`config.mk`:
```
export PLATFORM = sky130hd
export DESIGN_NAME = seven_seg_scanner_flat
export DESIGN_NICKNAME = d
export VERILOG_FILES = /design/src/rtl/seven_seg_scanner_pkg.sv /design/src/rtl/seven_seg_scanner_if.sv /design/src/rtl/seven_seg_scanner_tick.sv /design/src/rtl/seven_seg_scanner.sv /design/src/flat_wrapper.sv
export SDC_FILE = /design/constraint.sdc
export NUM_CORES = 1
export LEC_CHECK = 0
export CAP_MARGIN = 0
export CORE_MARGIN = 4
export CORE_UTILIZATION = 52
export CTS_CLUSTER_SIZE = 16
export DETAILED_ROUTE_END_ITERATION = 12
export HOLD_SLACK_MARGIN = 0.06
export PLACE_DENSITY = 0.79
export SYNTH_ARGS = -nofsm -noshare
export SYNTH_HDL_FRONTEND = slang
export SYNTH_SLANG_ARGS = --single-unit
```
`constraint.sdc`:
```
create_clock -name clk -period 3 [get_ports clk]
set_input_delay 0.6 -clock clk [delete_from_list [all_inputs] [get_ports clk]]
set_output_delay 0.6 -clock clk [all_outputs]
set_load 0.005 [all_outputs]
```
`src/rtl/seven_seg_scanner_pkg.sv`:
```
// Shared types and constants for the seven-segment scan stage.
// Imported by the scan interface, the tick counter and the scanner top.
package seven_seg_scanner_pkg;

  localparam logic [3:0] DIGIT_BLANK = 4'hF;

  typedef enum logic [1:0] {
    FIELD_NONE    = 2'd0,
    FIELD_HOURS   = 2'd1,
    FIELD_MINUTES = 2'd2,
    FIELD_RSVD    = 2'd3
  } field_e;

  typedef enum logic [1:0] {
    POS_MIN_U = 2'd0,
    POS_MIN_T = 2'd1,
    POS_HR_U  = 2'd2,
    POS_HR_T  = 2'd3
  } pos_e;

  typedef struct packed {
    logic [3:0] hr_t;
    logic [3:0] hr_u;
    logic [3:0] min_t;
    logic [3:0] min_u;
  } hhmm_t;

  function automatic logic [3:0] pick_digit(
    input hhmm_t      t,
    input logic [1:0] pos
  );
    logic [3:0] d;
    d = t.min_u;
    unique case (1'b1)
      pos == POS_MIN_U: d = t.min_u;
      pos == POS_MIN_T: d = t.min_t;
      pos == POS_HR_U:  d = t.hr_u;
      pos == POS_HR_T:  d = t.hr_t;
      default:          d = t.min_u;
    endcase
    return d;
  endfunction

endpackage

```
`src/rtl/seven_seg_scanner_if.sv`:
```
// Bundle between the time/alarm source, the scanner and the digit decoder.
// master = scanner side, slave = source/decoder side.
interface seven_seg_scanner_if;
  import seven_seg_scanner_pkg::*;

  logic       show_alarm;
  logic [1:0] edit_field;
  logic [3:0] clk_hr_t;
  logic [3:0] clk_hr_u;
  logic [3:0] clk_min_t;
  logic [3:0] clk_min_u;
  logic [3:0] alm_hr_t;
  logic [3:0] alm_hr_u;
  logic [3:0] alm_min_t;
  logic [3:0] alm_min_u;
  logic [1:0] en;
  logic [3:0] num;
  logic       en_clock;

  modport master (
    input  show_alarm, edit_field,
    input  clk_hr_t, clk_hr_u, clk_min_t, clk_min_u,
    input  alm_hr_t, alm_hr_u, alm_min_t, alm_min_u,
    output en, num, en_clock
  );

  modport slave (
    output show_alarm, edit_field,
    output clk_hr_t, clk_hr_u, clk_min_t, clk_min_u,
    output alm_hr_t, alm_hr_u, alm_min_t, alm_min_u,
    input  en, num, en_clock
  );

endinterface

```
`src/rtl/seven_seg_scanner_tick.sv`:
```
// Mod-N counter with a one-cycle terminal-count pulse and sync clear.
// Used for both the digit-slot timer and the blink timer.
module mod_n_tick #(
  parameter int N = 4,
  parameter int W = 27
) (
  input  logic clk,
  input  logic rst_n,
  input  logic clr,
  output logic tick
);

  logic [W-1:0] cnt;

  assign tick = (cnt == W'(N - 1));

  always_ff @(posedge clk or negedge rst_n) begin
    if (!rst_n) begin
      cnt <= '0;
    end else if (clr || tick) begin
      cnt <= '0;
    end else begin
      cnt <= cnt + W'(1);
    end
  end

endmodule

```
`src/rtl/seven_seg_scanner.sv`:
```
// Digit scan stage: steps the display position, picks clock or alarm
// digits and blanks the field under adjustment at the blink rate.
module seven_seg_scanner
  import seven_seg_scanner_pkg::*;
#(
  parameter int SCAN_DIV  = 100000,
  parameter int BLINK_DIV = 25000000,
  parameter int CNT_W     = 27
) (
  input  logic                  clk,
  input  logic                  rst_n,
  seven_seg_scanner_if.master   bus
);

  logic       scan_tick;
  logic       blink_tick;
  logic       blink_on;
  logic       edit_chg;
  logic [1:0] edit_q;
  logic [1:0] next_en;
  logic [3:0] next_num;
  logic       blank;
  hhmm_t      clk_t;
  hhmm_t      alm_t;
  hhmm_t      src;

  mod_n_tick #(
    .N (SCAN_DIV),
    .W (CNT_W)
  ) u_scan (
    .clk   (clk),
    .rst_n (rst_n),
    .clr   (1'b0),
    .tick  (scan_tick)
  );

  // An edit-field change restarts the blink phase so the new field shows at once.
  mod_n_tick #(
    .N (BLINK_DIV),
    .W (CNT_W)
  ) u_blink (
    .clk   (clk),
    .rst_n (rst_n),
    .clr   (edit_chg),
    .tick  (blink_tick)
  );

  assign edit_chg = (bus.edit_field != edit_q);

  assign clk_t = '{hr_t:  bus.clk_hr_t,
                   hr_u:  bus.clk_hr_u,
                   min_t: bus.clk_min_t,
                   min_u: bus.clk_min_u};
  assign alm_t = '{hr_t:  bus.alm_hr_t,
                   hr_u:  bus.alm_hr_u,
                   min_t: bus.alm_min_t,
                   min_u: bus.alm_min_u};

  always_comb begin
    next_en  = bus.en + 2'd1;
    src      = bus.show_alarm ? alm_t : clk_t;
    blank    = 1'b0;
    unique case (1'b1)
      bus.edit_field == FIELD_HOURS:   blank = next_en[1];
      bus.edit_field == FIELD_MINUTES: blank = !next_en[1];
      default:                         blank = 1'b0;
    endcase
    blank    = blank && !blink_on;
    next_num = blank ? DIGIT_BLANK : pick_digit(src, next_en);
  end

  always_ff @(posedge clk or negedge rst_n) begin
    if (!rst_n) begin
      edit_q   <= FIELD_NONE;
      blink_on <= 1'b1;
    end else begin
      edit_q <= bus.edit_field;
      if (edit_chg) begin
        blink_on <= 1'b1;
      end else if (blink_tick) begin
        blink_on <= !blink_on;
      end
    end
  end

  always_ff @(posedge clk or negedge rst_n) begin
    if (!rst_n) begin
      bus.en  <= POS_MIN_U;
      bus.num <= DIGIT_BLANK;
    end else if (scan_tick) begin
      bus.en  <= next_en;
      bus.num <= next_num;
    end
  end

  assign bus.en_clock = !bus.show_alarm &&
                        (bus.edit_field[0] == bus.edit_field[1]);

endmodule
```
`src/flat_wrapper.sv`:
```
// flat-port wrapper written by rule: the top's interface ports become plain ports
module seven_seg_scanner_flat import seven_seg_scanner_pkg::*;
#(
  parameter int SCAN_DIV  = 100000,
  parameter int BLINK_DIV = 25000000,
  parameter int CNT_W     = 27
)
  (clk, rst_n, bus_show_alarm, bus_edit_field, bus_clk_hr_t, bus_clk_hr_u, bus_clk_min_t, bus_clk_min_u, bus_alm_hr_t, bus_alm_hr_u, bus_alm_min_t, bus_alm_min_u, bus_en, bus_num, bus_en_clock);
  seven_seg_scanner_if bus_i ();
  input  logic clk;
  input  logic rst_n;
  input wire logic [$bits(bus_i.show_alarm)-1:0] bus_show_alarm;
  input wire logic [$bits(bus_i.edit_field)-1:0] bus_edit_field;
  input wire logic [$bits(bus_i.clk_hr_t)-1:0] bus_clk_hr_t;
  input wire logic [$bits(bus_i.clk_hr_u)-1:0] bus_clk_hr_u;
  input wire logic [$bits(bus_i.clk_min_t)-1:0] bus_clk_min_t;
  input wire logic [$bits(bus_i.clk_min_u)-1:0] bus_clk_min_u;
  input wire logic [$bits(bus_i.alm_hr_t)-1:0] bus_alm_hr_t;
  input wire logic [$bits(bus_i.alm_hr_u)-1:0] bus_alm_hr_u;
  input wire logic [$bits(bus_i.alm_min_t)-1:0] bus_alm_min_t;
  input wire logic [$bits(bus_i.alm_min_u)-1:0] bus_alm_min_u;
  output wire logic [$bits(bus_i.en)-1:0] bus_en;
  output wire logic [$bits(bus_i.num)-1:0] bus_num;
  output wire logic [$bits(bus_i.en_clock)-1:0] bus_en_clock;
  assign bus_i.show_alarm = bus_show_alarm;
  assign bus_i.edit_field = bus_edit_field;
  assign bus_i.clk_hr_t = bus_clk_hr_t;
  assign bus_i.clk_hr_u = bus_clk_hr_u;
  assign bus_i.clk_min_t = bus_clk_min_t;
  assign bus_i.clk_min_u = bus_clk_min_u;
  assign bus_i.alm_hr_t = bus_alm_hr_t;
  assign bus_i.alm_hr_u = bus_alm_hr_u;
  assign bus_i.alm_min_t = bus_alm_min_t;
  assign bus_i.alm_min_u = bus_alm_min_u;
  assign bus_en = bus_i.en;
  assign bus_num = bus_i.num;
  assign bus_en_clock = bus_i.en_clock;
  seven_seg_scanner #(.SCAN_DIV(SCAN_DIV), .BLINK_DIV(BLINK_DIV), .CNT_W(CNT_W)) u_core (.clk(clk), .rst_n(rst_n), .bus(bus_i));
endmodule
```
Word-level counts from Yosys, hierarchy flattened
Index checks and enable logic that the tools add are counted.

Input bits: 37. Bits in writable memories: 0. Bits in read-only memories: 0. Output and inout port bits: 7. Latch bits: 0. Word-level logic and storage cells: 33. Memories kept: 0. Register bits: 63.

$lt $le $gt $ge: 0. Shift-type cells: 0. Divide/modulo/power cells: 0. Equal/unequal tests: 9. $mul: 0. Bitwise operators: 0. Add/sub/neg operators: 3. Multiplexer cells: 8. Reductions and logical operators: 7.

Operator list (count): $add 27x1->27 const B (2); $mux 27 (2); $eq 27x17->1 const B (1); $eq 27x25->1 const B (1); $mux 16 (1); $pmux 4 s3 (1); $eq 2x2->1 const B (3); $eq 2x1->1 const B (2); $mux 4 (1); $logic_not 1->1 (3); $add 2x1->2 const B (1); $logic_and 1x1->1 (2); $mux 1 (2); $ne 2x2->1 (1); $pmux 1 s2 (1); $reduce_bool 2->1 (1); $eq 1x1->1 (1); $logic_or 1x1->1 (1).

Depth between registers and ports, before layout
Gate-level depths: netlist of the first run.

Depth after elaboration: 5. Mapped depth: 7. Depth with buffers taken out: 6.

Modules after synthesis
A second synthesis of the first run with hierarchy kept.

Cells, all modules: 375. Area, all modules: 3608.5 µm².

By module, submodules not included: mod_n_tick at u_core.u_scan (cells each 153, area an instance 1448.9 µm², seq. area each 675.6 µm², instances 1); mod_n_tick at u_core.u_blink (cells each 149, area an instance 1433.9 µm², seq. area each 675.6 µm², instances 1); seven_seg_scanner (cells each 73, area an instance 725.7 µm², seq. area each 231.5 µm², instances 1).

Least setup slack after synthesis of the first run
No wires, ideal clock.

Kind: input -> output. Start: in bus_show_alarm. End: out bus_en_clock. Stages on the path: 3. Data required time: 2.400 ns. Slack: 1.233 ns. Arrival: 1.167 ns. Buffers on the path: 2. Cell sequence: clkbuf_1 -> buf_2 -> nor2b_1.

Longest elaborated chain between the ends: 2.

RTL lines: start: declaration (line flat_wrapper.sv:12) `input wire logic [$bits(bus_i.show_alarm)-1:0] bus_show_alarm;`; $logic_not 1->1 (line seven_seg_scanner.sv:96) `assign bus.en_clock = !bus.show_alarm &&`; $logic_and 1x1->1 (line seven_seg_scanner.sv:96); end: declaration (line flat_wrapper.sv:24) `output wire logic [$bits(bus_i.en_clock)-1:0] bus_en_clock;`.

Every way passes these cells.

Final worst setup path of the first run
Start: in bus_edit_field[0]. End: out bus_en_clock.

Longest elaborated chain between the ends: 2.

RTL lines: start: declaration (line flat_wrapper.sv:13) `input wire logic [$bits(bus_i.edit_field)-1:0] bus_edit_field;`; $eq 1x1->1 (line seven_seg_scanner.sv:97) `(bus.edit_field[0] == bus.edit_field[1]);`; $logic_and 1x1->1 (line seven_seg_scanner.sv:96).

Every way passes these cells.

==> impl_metrics.toml, run 1 <==
[cts]
postCtsResizedCells = 0
insertion_delay_ns = 0.35
cts_made_buffers = 9
cts_setup_buffers = 0
htree_levels = 3
clockBufferDepth = 2
cts_hold_buf = 0
clkSinkCount = 63
clockRootBuffer = "clkbuf_8"
clkTransAtPathRegs_ns = 0.07
cts_tree = "done"

[synthesis]
ys_top_cells_by_count = "dfrtp_1 (58), a21oi_1 (26), nor2_1 (25), nand4_1 (23), xnor2_1 (22)"
synth_top_area_frac = 0.424
synth_cell_types = 41
yosysMostFrequentCell = "dfrtp_1"
yosys.area_share.simple = 0.237
synth_top_family_by_area = "simple AND/OR/NAND/NOR gates"
ys_seq_area_frac = 0.462
yosys-top-cells-area = "dfrtp_1 (42%), xnor2_1 (5.6%), xor2_1 (4.3%)"
synth_edf_count = 0
synth_compound_area_frac = 0.107
synth-seq-cells = 63
postSynthCellCount = 343
async_reset_ff_frac = 1.00
ys_warn_count = 0
synthAdderAreaFrac = 0.0292
syn-cell-area_um2 = 3430
synthFlopType = "dfrtp_1"
synth_mux_area_frac = 0.0277
synth-xor-area-share = 0.0997
syn_nets = 388
yosys.area.top_type = "dfrtp_1"
syn_area_per_cell_um2 = 9.99

[placed_design]
gp_congestion = 0.791
dpl.hpwl_um = 5260
post-place-ws_ns = 0.288
placed_cell_area_um2 = 3890
dp_cells = 453
port_buffers = 43

[drt]
drc = 0
dr.pass1.iters = 4
wirelength_um = 7270
wl_per_cell_um = 15.5
avgViaCountPerCell = 5.95
antenna_left = 0
via_count = 2789
drtIter0Drc = 215

[critical_path]
critPathArrivalTime_ns = 2.09
critPathKind = "in2out"
reg2reg_from = "u_core.u_blink.cnt[11]$_DFF_PN0_"
slowest_delay_ns = 0.54
rr_endpoint = "u_core.u_blink.cnt[5]$_DFF_PN0_"
critPathRequiredTime_ns = 2.40
r2r_cells = 4
slowest_stage = "clkdlybuf4s50_1"
crit_chain = "clkdlybuf4s50_1 -> inv_1 -> ha_1 -> nor2b_1 -> clkdlybuf4s50_1"
r2r_setup_slack_ns = 0.97
crit_fanout = 4
startpoint = "bus_edit_field[0]"
cp-end-kind = "output port"
crit_path_start_kind = "input pin"
endpoint = "bus_en_clock"
path_common_cell = "clkdlybuf4s50_1"

[global_routing]
antenna_found_initial = 0
grt_pass1_vias = 2676
grt_max_degree = 33
grt.total_usage = 0.194
grt_first_pass_wirelength_um = 12000
grt.overflow.total = 0

[floorplanning]
io_pins = 44
num_rows = 29
fp.dieArea_um2 = 7950
die_h_um = 89.2
start_util = 0.537
core-area_um2 = 6390
die_width_um = 89.2

[sta]
final.min_clock_period_ns = 2.69
drv_slew = 0
setup_ws_ns = 0.308
worst_clock_skew_ns = 0.0138
relSlewSlack = 0.541
fin_tns_setup_ns = 0
fmax_mhz = 371
rsz0062_at_grt = "false"
setup_violations = 0
finalHoldViolCount = 0
fin_crit_sh = 0.897
worstMarginPinSlew_ns = 0.686

[cells_and_area]
stdcell_area_um2 = 4060
syn_to_final_growth_pct = 18.5
n_antenna_cell = 0
finalNonFillerCells = 469
layout.nets = 432
drive_gt1_frac = 0.0969

[pwr]
pwr-share-seq = 0.531
powerDensity_nw_per_um2 = 397
switching_share = 0.247
comb_power_share = 0.070
netSwitchingPower_w = 0.000399
vdd_ir_drop_max_v = 0.000247
pwr-share-clk = 0.399
leakagePower_nw = 1.68
p_int_w = 0.00121

[outcome]
status = "complete, no violations"

[job]
drv_cap = 0

[hold_path]
min_path_type = "in2async"
how the worst min path moves through the flow:
| stage | endpoint | cells after the start |
|---|---|---|
| after floorplan | u_core.bus.en[0]$_DFFE_PN0N_ | 0 |
| after global placement | u_core.u_blink.cnt[0]$_DFF_PN0_ | 1 |
| after detailed placement | u_core.u_scan.cnt[26]$_DFF_PN0_ | 1 |
| after CTS | u_core.u_scan.cnt[25]$_DFF_PN0_ | 1 |
| after global routing | u_core.u_scan.cnt[5]$_DFF_PN0_ | 1 |
| final | u_core.u_scan.cnt[25]$_DFF_PN0_ | 1 |
per-stage QoR:
step / hold slack (ns) / util / power, W
after floorplan: 0.304 / - / 0.000915
after global placement: 0.463 / 0.609 / 0.000986
after detailed placement: 0.472 / 0.609 / 0.000988
after CTS: 0.120 / 0.636 / 0.00164
after global routing: 0.129 / 0.636 / 0.00169
final: 0.129 / 0.636 / 0.00161
cell type report:
| type | count | area [um2] |
|---|---|---|
| clock inverters | 7 | 50.0 |
| multi-input cells | 257 | 1720 |
| clock buffers | 9 | 124 |
| inverters | 8 | 30.0 |
| fillers | 504 | 2320 |
| well taps | 77 | 96.3 |
| repair buffers | 48 | 463 |
| flip-flops and latches | 63 | 1580 |
critical path: cells and delay by family:
| family | cells | cell delay (ns) |
|---|---|---|
| fa+ha+maj | 1 | 0.27 |
| simple gates | 1 | 0.12 |
| buf+inv | 3 | 1.10 |
metal layers:
metal	wire length (um)	vias up	GRT usage	part of all wire
met4	78	0	0.0663	0.011
met5	0	-	0	0
li1	-	1349	-	-
met3	689	9	0.0599	0.095
met2	3350	85	0.322	0.46
met1	3150	1346	0.242	0.43
registers in the layout (all words and copies together) (netlist names):
| register | cells |
|---|---|
| u_core.u_scan.cnt | 27 |
| u_core.bus.num | 4 |
| u_core.u_blink.cnt | 27 |
| u_core.bus.en | 2 |
| u_core.blink_on | 1 |
| u_core.edit_q | 2 |
cell families (layout without fill, tap and decap cells):
group,count (synthesis),count (layout)
AOI/OAI and AO/OA,60,60
xor gates and xnor gates,39,39
adders and majority gates,8,8
buffers and inverters,23,72
DFF,63,63
muxes,9,9
and+or+nand+nor,141,141
power groups by stage:
| stage | combinational, W | sequential [W] | clock (W) |
|---|---|---|---|
| final | 0.000113 | 0.000856 | 0.000644 |
| after global routing | 0.000126 | 0.000856 | 0.000703 |
| after CTS | 0.000116 | 0.000856 | 0.000664 |
| after detailed placement | 0.000116 | 0.000872 | 0 |
| after global placement | 0.000115 | 0.000872 | 0 |
| after floorplan | 0.0000436 | 0.000872 | 0 |
cell usage in the layout (no fill, tap or decap), types with 9 or more instances in the layout:
cell type and instances:
clkbuf_8 9, clkdlybuf4s50_1 42, xor2_1 17, nand3_1 21, nor2_1 25, nand4_1 23
xnor2_1 22, nand2_1 15, dfrtp_1 58, o21ai_0 14, a21oi_1 26, and4_1 9
(Power assumes the default switching activity.)
==> run 2, diff against run 1 <==
==> constraint.sdc (replaced) <==
create_clock -name clk -period 2.7 [get_ports clk]
set_input_delay 0.54 -clock clk [delete_from_list [all_inputs] [get_ports clk]]
set_output_delay 0.54 -clock clk [all_outputs]
set_load 0.005 [all_outputs]
==> run 2 against run 1 <==
Net effect: global-route usage about the same; clock-buffer cell count rose by 3; setup slack got worse by 0.11 ns; sequential power grew 11%; core utilization rose by 0.22 points; critical path depth shrank 1; wire length is 0.69% lower; non-clock buffer count unchanged; clock power increased by 12%; critical path type unchanged; largest power group unchanged; highest routed layer unchanged.
==> impl_metrics.toml, run 2 (synthesized netlist as in run 1, its figures left out) <==
[outcome]
status = "complete, no violations"

[sta]
final.min_clock_period_ns = 2.50
fin_crit_sh = 0.925
finalHoldViolCount = 0
fin_tns_setup_ns = 0
drv_slew = 0
worst_clock_skew_ns = 0.00796
setup_violations = 0
whs_ns = 0.200
worstMarginPinSlew_ns = 0.583
relSlewSlack = 0.609
fmax_mhz = 400
rsz0062_at_grt = "false"

[placed_design]
port_buffers = 43
dpl.hpwl_um = 5230
gp_congestion = 0.787

[drt]
avgViaCountPerCell = 5.87
dr.pass1.iters = 4
via_count = 2755
wl_per_cell_um = 15.4
antenna_left = 0
drtIter0Drc = 255
drc = 0
wirelength_um = 7220

[floorplanning]
die_h_um = 89.2
die_width_um = 89.2
core-area_um2 = 6390
io_pins = 44
start_util = 0.537
num_rows = 29
fp.dieArea_um2 = 7950

[cells_and_area]
drive_gt1_frac = 0.0944
layout.nets = 432
reg_top3 = "u_core.u_blink.cnt x27, u_core.u_scan.cnt x27, u_core.bus.num x4"
syn_to_final_growth_pct = 18.9
final_cell_mix = "dfrtp_1 (58), clkdlybuf4s50_1 (42), a21oi_1 (26), nor2_1 (25), nand4_1 (23)"
final_common_cell = "dfrtp_1"
n_antenna_cell = 0
nFillCells = 513

[critical_path]
cp-end-kind = "output port"
r2r_cells = 6
startpoint = "bus_edit_field[1]"
critPathArrivalTime_ns = 1.96
reg2reg_from = "u_core.u_blink.cnt[0]$_DFF_PN0_"
rr_endpoint = "u_core.u_blink.cnt[4]$_DFF_PN0_"
crit_fanout = 4
r2r_setup_slack_ns = 0.70
critPathKind = "in2out"
critPathRequiredTime_ns = 2.16
crit_path_start_kind = "input pin"

[global_routing]
grt.total_usage = 0.194
grt_pass1_vias = 2625
grt.overflow.total = 0
antenna_found_initial = 0
grt_max_degree = 41
grt_first_pass_wirelength_um = 12100

[cts]
cts_made_buffers = 9
htree_levels = 3
postCtsResizedCells = 0
cts_setup_buffers = 0
insertion_delay_ns = 0.33
clockBufferDepth = 2
clockRootBuffer = "clkbuf_8"
cts_hold_buf = 0
clkTransAtPathRegs_ns = 0.07
clkSinkCount = 63
cts_tree = "done"

[pwr]
switching_share = 0.225
powerDensity_nw_per_um2 = 443
pwr-share-seq = 0.527
pwr-share-clk = 0.400
netSwitchingPower_w = 0.000406
comb_power_share = 0.073
p_int_w = 0.00140
leakagePower_nw = 1.70
vdd_ir_drop_max_v = 0.000247

[job]
drv_cap = 0

[hold_path]
min_path_type = "in2async"
==> run 2: changes by cell type in the layout (fill, tap and decap cells not counted), sizes merged <==
cell      change
clkbuf        +3
clkinvlp      -3
==> run 2: worst max-delay path: stages <==
cell and delay, ns:
clkdlybuf4s50_1 0.48, ha_1 0.31, nor2b_1 0.12, clkdlybuf4s50_1 0.50
==> run 2: metrics by stage <==
step / std cells / cell area [um2] / power, W / utilization / setup slack [ns]
2_1_floorplan: 343 / 3430 / 0.00102 / - / 1.05
3_3_place_gp: 453 / 3900 / 0.00110 / 0.611 / 0.206
3_5_place_dp: 453 / 3900 / 0.00110 / 0.611 / 0.198
4_1_cts: 469 / 4080 / 0.00182 / 0.638 / 0.193
5_1_grt: 469 / 4080 / 0.00188 / 0.638 / 0.124
6_report: 469 / 4080 / 0.00180 / 0.638 / 0.201
==> run 2: layout make-up <==
| type | instances | area, um2 | area share |
|---|---|---|---|
| clock inverter | 4 | 20.0 | 0.00491 |
| multi-input combinational | 257 | 1720 | 0.421 |
| tap | 77 | 96.3 | 0.0236 |
| timing repair buffer | 48 | 475 | 0.117 |
| clock buffer | 12 | 155 | 0.0381 |
| sequential | 63 | 1580 | 0.388 |
| inverter | 8 | 30.0 | 0.00737 |
==> run 2: worst max path at each step <==
stage          depth (start not counted)  slack, ns            to
6_report                               4       0.20  bus_en_clock
5_1_grt                                4       0.12  bus_en_clock
4_1_cts                                4       0.19  bus_en_clock
3_5_place_dp                           4       0.20  bus_en_clock
3_3_place_gp                           5       0.21  bus_en_clock
2_1_floorplan                          3       1.05  bus_en_clock
==> run 2: routing by layer <==
layer	vias to the layer above	share of wire	GRT usage	wire (um)
li1	1346	-	-	-
met1	1317	0.44	0.262	3190
met2	81	0.47	0.305	3380
met3	11	0.078	0.0479	560
met4	0	0.013	0.0731	96
met5	-	0	0	0
==> run 2: power by group through the flow <==
stage	Sequential (W)	Clock, W	Combinational, W
floorplan	0.000969	0	0.0000485
global placement	0.000969	0	0.000132
detailed placement	0.000969	0	0.000133
CTS	0.000952	0.000738	0.000135
global route	0.000951	0.000777	0.000147
finish	0.000952	0.000722	0.000131
==> run 3, diff against run 2 <==
--- a/config.mk
+++ b/config.mk
@@ -5,6 +5,7 @@
 export SDC_FILE = /design/constraint.sdc
 export NUM_CORES = 1
 export LEC_CHECK = 0
+export ABC_AREA = 0
 export CAP_MARGIN = 0
 export CORE_MARGIN = 4
 export CORE_UTILIZATION = 52
==> results of run 3 <==
Final layout, timing and power as in run 2 (identical DEF).
